==> config.mk <==
export PLATFORM = sky130hd
export DESIGN_NAME = usbfs_in_ep_seq
export DESIGN_NICKNAME = d
export VERILOG_FILES = /design/src/rtl/usbfs_in_ep_seq.sv
export SDC_FILE = /design/constraint.sdc
export NUM_CORES = 1
export LEC_CHECK = 0
export CORE_AREA = 2 2 54 56
export CTS_BUF_LIST = sky130_fd_sc_hd__clkbuf_8
export CTS_CLUSTER_DIAMETER = 200
export DETAILED_ROUTE_END_ITERATION = 10
export DIE_AREA = 0 0 56 58
export GPL_ROUTABILITY_DRIVEN = 0
export GPL_TIMING_DRIVEN = 1
export MAX_ROUTING_LAYER = met4
export PLACE_DENSITY = 0.79
export SYNTH_ARGS = -nofsm -noshare
export SYNTH_HDL_FRONTEND = slang
export SYNTH_SLANG_ARGS = --single-unit
==> constraint.sdc <==
create_clock -name i_clk_12MHz -period 1.8 [get_ports i_clk_12MHz]
set_clock_uncertainty 0.05 [all_clocks]
set_input_delay 0.36 -clock i_clk_12MHz [delete_from_list [all_inputs] [get_ports i_clk_12MHz]]
set_output_delay 0.36 -clock i_clk_12MHz [all_outputs]
set_load 0.03 [all_outputs]
==> src/rtl/usbfs_in_ep_seq.sv <==
// Full-speed USB IN-endpoint sequencer: loads one packet into the transmitter buffer, answers IN
// tokens with DATA0/DATA1/NAK, tracks the toggle and retries until ACKed. Optional STALL via
// USBFS_IN_EP_STALL_EN.
module usbfs_in_ep_seq #(
  parameter int unsigned MAX_PKT     = 8,
  parameter int unsigned ACK_TIMEOUT = 24
) (
  input  logic                         i_clk_12MHz,
  input  logic                         i_rst,
  input  logic                         i_dataValid,
  output logic                         o_dataReady,
  input  logic [7:0]                   i_dataByte,
  input  logic                         i_dataLast,
  input  logic                         i_inToken,
  input  logic                         i_ackRcvd,
  input  logic                         i_toggleClr,
  input  logic                         i_stall,
  output logic                         o_txValid,
  input  logic                         i_txReady,
  output logic [3:0]                   o_txPid,
  input  logic                         i_txEopDone,
  output logic                         o_wrEn,
  output logic [$clog2(MAX_PKT)-1:0]   o_wrIdx,
  output logic [7:0]                   o_wrByte,
  output logic [$clog2(MAX_PKT+1)-1:0] o_wrNBytes,
  output logic                         o_pktSent,
  output logic                         o_dataToggle
);

  localparam int unsigned IdxW = $clog2(MAX_PKT);
  localparam int unsigned CntW = $clog2(MAX_PKT + 1);
  localparam int unsigned TmrW = $clog2(ACK_TIMEOUT);

  localparam logic [3:0] PidData0 = 4'b0011;
  localparam logic [3:0] PidData1 = 4'b1011;
  localparam logic [3:0] PidNak   = 4'b1010;
  localparam logic [3:0] PidStall = 4'b1110;

  typedef enum logic [2:0] {
    StLoad, StFull, StSendData, StDataEop, StWaitAck, StSendHs, StHsEop
  } state_e;

  state_e          state_q, ret_q;
  logic [CntW-1:0] n_bytes_q;
  logic [TmrW-1:0] timer_q;
  logic            toggle_q, tx_valid_q, pkt_sent_q;
  logic [3:0]      tx_pid_q;

  logic accept, pkt_done, stall_hit;

  assign o_dataReady = (state_q == StLoad);
  assign accept      = o_dataReady && i_dataValid;
  // The byte at index MAX_PKT-1 closes the packet even without i_dataLast.
  assign pkt_done    = accept && (i_dataLast || (n_bytes_q == CntW'(MAX_PKT - 1)));

`ifdef USBFS_IN_EP_STALL_EN
  assign stall_hit = i_stall;
`else
  logic unused_stall;
  assign unused_stall = i_stall;
  assign stall_hit    = 1'b0;
`endif

  assign o_wrEn       = accept;
  assign o_wrIdx      = accept ? n_bytes_q[IdxW-1:0] : '0;
  assign o_wrByte     = accept ? i_dataByte : '0;
  assign o_wrNBytes   = accept ? n_bytes_q + CntW'(1) : '0;
  assign o_txValid    = tx_valid_q;
  assign o_txPid      = tx_pid_q;
  assign o_pktSent    = pkt_sent_q;
  assign o_dataToggle = toggle_q;

  always_ff @(posedge i_clk_12MHz) begin
    if (i_rst) begin
      state_q    <= StLoad;
      ret_q      <= StLoad;
      n_bytes_q  <= '0;
      timer_q    <= '0;
      toggle_q   <= 1'b0;
      tx_valid_q <= 1'b0;
      tx_pid_q   <= 4'b0000;
      pkt_sent_q <= 1'b0;
    end else begin
      pkt_sent_q <= 1'b0;
      if (accept) n_bytes_q <= n_bytes_q + CntW'(1);
      unique case (state_q)
        StLoad: begin
          if (i_inToken) begin
            state_q    <= StSendHs;
            tx_valid_q <= 1'b1;
            tx_pid_q   <= stall_hit ? PidStall : PidNak;
            // A packet completed on the token cycle is sent on the next IN.
            ret_q      <= pkt_done ? StFull : StLoad;
          end else if (pkt_done) begin
            state_q <= StFull;
          end
        end
        StFull: begin
          if (i_inToken) begin
            tx_valid_q <= 1'b1;
            if (stall_hit) begin
              state_q  <= StSendHs;
              tx_pid_q <= PidStall;
              ret_q    <= StFull;
            end else begin
              state_q  <= StSendData;
              tx_pid_q <= toggle_q ? PidData1 : PidData0;
            end
          end
        end
        StSendData: begin
          if (i_txReady) begin
            tx_valid_q <= 1'b0;
            state_q    <= StDataEop;
          end
        end
        StDataEop: begin
          if (i_txEopDone) begin
            timer_q <= '0;
            state_q <= StWaitAck;
          end
        end
        StWaitAck: begin
          timer_q <= timer_q + TmrW'(1);
          if (i_ackRcvd) begin
            toggle_q   <= ~toggle_q;
            pkt_sent_q <= 1'b1;
            n_bytes_q  <= '0;
            state_q    <= StLoad;
          end else if (i_inToken) begin
            tx_valid_q <= 1'b1;
            if (stall_hit) begin
              state_q  <= StSendHs;
              tx_pid_q <= PidStall;
              ret_q    <= StWaitAck;
            end else begin
              state_q  <= StSendData;
              tx_pid_q <= toggle_q ? PidData1 : PidData0;
            end
          end else if (timer_q == TmrW'(ACK_TIMEOUT - 1)) begin
            state_q <= StFull;
          end
        end
        StSendHs: begin
          if (i_txReady) begin
            tx_valid_q <= 1'b0;
            state_q    <= StHsEop;
          end
        end
        StHsEop: begin
          if (i_txEopDone) state_q <= ret_q;
        end
        default: state_q <= StLoad;
      endcase
      // Clear overrides an ACK flip on the same cycle.
      if (i_toggleClr) toggle_q <= 1'b0;
    end
  end

endmodule

==> reports/metrics.yaml <==
synthesis.nets: 168
synth_area_per_cell_um2: 7.958
synth_edf_count: 0
p_clk_share_pct: 12.1
fin_crit_ps: 1718
synth_area_um2: 1170
cts_buffers: 3
crit_path_end_kind: "output pin"
p_leak_nw: 0.7261
finalHoldViolCount: 0
r2r_cells: 6
synthSimpleGateAreaFrac_pct: 34.65
drive_above_1_share_pct: 23.32
design_area_um2: 1675
final_cell_mix: "buf_4, nor2_1, clkdlybuf4s50_1"
synth.area.mux_share_pct: 2.567
synth-xor-area-share_pct: 7.487
postPlaceCellArea_um2: 1587
synth_compound_area_share_pct: 13.80
grt_pass1_wl_mm: 4.740
synthCells: 147
worst-path-buf-inv: 1
hp-start: "o_txPid[1]"
yosysUniqueCellTypes: 41
dieArea_um2: 3248
pin_count: 42
p_sw_share_pct: 44.44
hpwlAfterDp_mm: 2.134
num_antenna_cells: 0
drv_cap: 0
regToRegSetupSlack_ps: 170
ys_ff_latch: 19
ir_drop_v: 0.001055
cts_sinks: 19
nFillCells: 237
path_delay_family: "buffers and inverters"
insertion_delay_ps: 260
die_y_um: 58
syn_to_final_growth_pct: 43.21
vias: 1217
setup_violations: 0
internal_power_mw: 1.365
portBuffers: 39
seq_area_frac_synth_pct: 32.51
p_seq_share_pct: 23.9
avgViaCountPerCell: 5.433
core_um2: 2663
slew_violations: 0
synth_top_family_by_area: "simple AND/OR/NAND/NOR gates"
clockRootBuffer: "clkbuf_8"
routed_wl_mm: 2.754
first_pass_iters: 4
synth-main-ff-cell: "dfxtp_1"
fin_nets: 215
drt_iter0_drc: 40
p_total_mw: 2.458
clkTransAtPathRegs_ps: 70
num_rows: 19
antenna_found_initial: 0
path_class: "reg2out"
regToRegEndpoint: "timer_q[3]"
arrival_ps: 1310
required_ps: 1390
final_common_cell: "buf_4"
cts_tree: "built"
powerDensity_nw_per_um2: 1467
critPathMaxStageDelay_ps: 680
floorplan.initialDensity_pct: 43.94
h-tree-depth: 1
rsz0062_at_grt: "yes"
post-route-drc-count: 0
cp_cell_sequence: "clkdlybuf4s50_1"
synthAdderAreaFrac_pct: 3.209
antenna_left: 0
netSwitchingPower_mw: 1.092
ys_warn_count: 0
start_kind: "register"
critPathMaxFanout: 3
r2r_start: "state_q[0]"
grt_pass1_vias: 1089
holdPathEnd: "o_txPid[1]"
pwr-share-comb_pct: 64.0
whs_path_depth: 2
clock_path_buffers: 2
wl_per_cell_um: 12.29
timing.critical_path.slowest_stage_cell: "clkdlybuf4s50_1"
synthArstFlopShare_pct: 0
outcome: "completed"
grt_max_degree: 23
overflow: 0
grt.total_usage_pct: 18.35
timing.fmax_mhz: 582.2
hold_path.class: "reg2reg"
period_share_pct: 95.42
die_x_um: 56
[what timing repair did]
item / in CTS / in global routing
gates resized for setup: 1 / 9
setup endpoints to repair: 11 / 11
hold buffers: 0 / 0
pin swaps: 0 / 2
buffers inserted: 0 / 1
[layer usage]
metal	vias up	routed length, um	track usage, %
met1	562	1150	20.89
met3	6	189	3.571
met2	47	1378	31.43
li1	602	-	-
met4	0	35	8.163
met5	-	0	-
[worst max path at each step]
stage                  from  slack, ps  cells after the start       endpoint
6_report       o_dataToggle         80                      1   o_dataToggle
5_1_grt          state_q[1]          9                      5  o_wrNBytes[0]
4_1_cts          state_q[0]          1                      4    o_wrByte[1]
3_5_place_dp      i_ackRcvd        -80                      6     state_q[2]
3_3_place_gp      i_ackRcvd         -8                      6     state_q[2]
2_1_floorplan    state_q[0]         80                      3    o_wrByte[0]
[cell usage after synthesis (all sizes together) (4+ instances only)]
cell | number | area (um^2)
and3 | 11 | 68.82
nand4b | 5 | 43.79
nand2 | 12 | 47.55
nand3 | 4 | 20.02
buf | 5 | 33.78
dfxtp | 19 | 380.4
nor2 | 21 | 78.83
nor3 | 5 | 30.03
a21oi | 8 | 40.04
inv | 5 | 18.77
xnor2 | 4 | 35.03
xor2 | 6 | 52.55
o21ai | 5 | 25.02
[state kept, by name (all words and copies together), names as in the netlist]
| register | flops |
|---|---|
| o_dataToggle | 1 |
| state_q | 3 |
| timer_q | 5 |
| o_txValid | 1 |
| n_bytes_q | 4 |
| o_pktSent | 1 |
| o_txPid | 3 |
| ret_q | 1 |
[final cells by class]
| cell class | count | area, um^2 | share of cell area [%] |
|---|---|---|---|
| Clock inverter | 1 | 5.005 | 0.2987 |
| Timing Repair Buffer | 50 | 444.2 | 26.51 |
| Tap cell | 31 | 38.79 | 2.315 |
| Inverter | 5 | 18.77 | 1.120 |
| Clock buffer | 3 | 41.29 | 2.465 |
| Sequential cell | 19 | 382.9 | 22.85 |
| Multi-Input combinational cell | 115 | 744.5 | 44.44 |
[power groups by stage]
stage | logic (mW) | clock network [mW] | registers, mW
finish | 1.57 | 0.297 | 0.587
global route | 1.72 | 0.323 | 0.601
global placement | 1.43 | 0 | 0.576
floorplan | 0.977 | 0 | 0.643
detailed placement | 1.47 | 0 | 0.581
CTS | 1.48 | 0.310 | 0.572
[metrics by stage]
stage | setup TNS, ps | util, % | worst slack [ps] | hold slack [ps] | std cells
2_1_floorplan | 0 | - | 76.76 | 381.6 | 147
3_3_place_gp | -8.319 | 59.59 | -8.319 | 408.2 | 219
3_5_place_dp | -287.1 | 59.59 | -81.16 | 420.0 | 219
4_1_cts | 0 | 61.28 | 1.193 | 438.7 | 223
5_1_grt | 0 | 62.92 | 8.870 | 458.2 | 224
6_report | 0 | 62.92 | 82.46 | 424.5 | 224
[logic make-up after synthesis]
| logic type | count (synthesis) |
|---|---|
| AND/OR/NAND/NOR | 73 |
| AO/OA/AOI/OAI | 25 |
| flip-flops | 19 |
| buffers and inverters | 13 |
| XOR/XNOR | 10 |
| adder cells (fa/ha/maj) | 3 |
| multiplexers | 3 |
| other | 1 |
[worst reg2reg max path, stage by stage (launching register included)]
cell	delay, ps
dfxtp_1	340
buf_4	210
or3b_1	460
a21boi_2	160
nand3_1	110
xor2_1	150
nor2_1	50
Note: power is estimated with default switching activity, not from simulation.
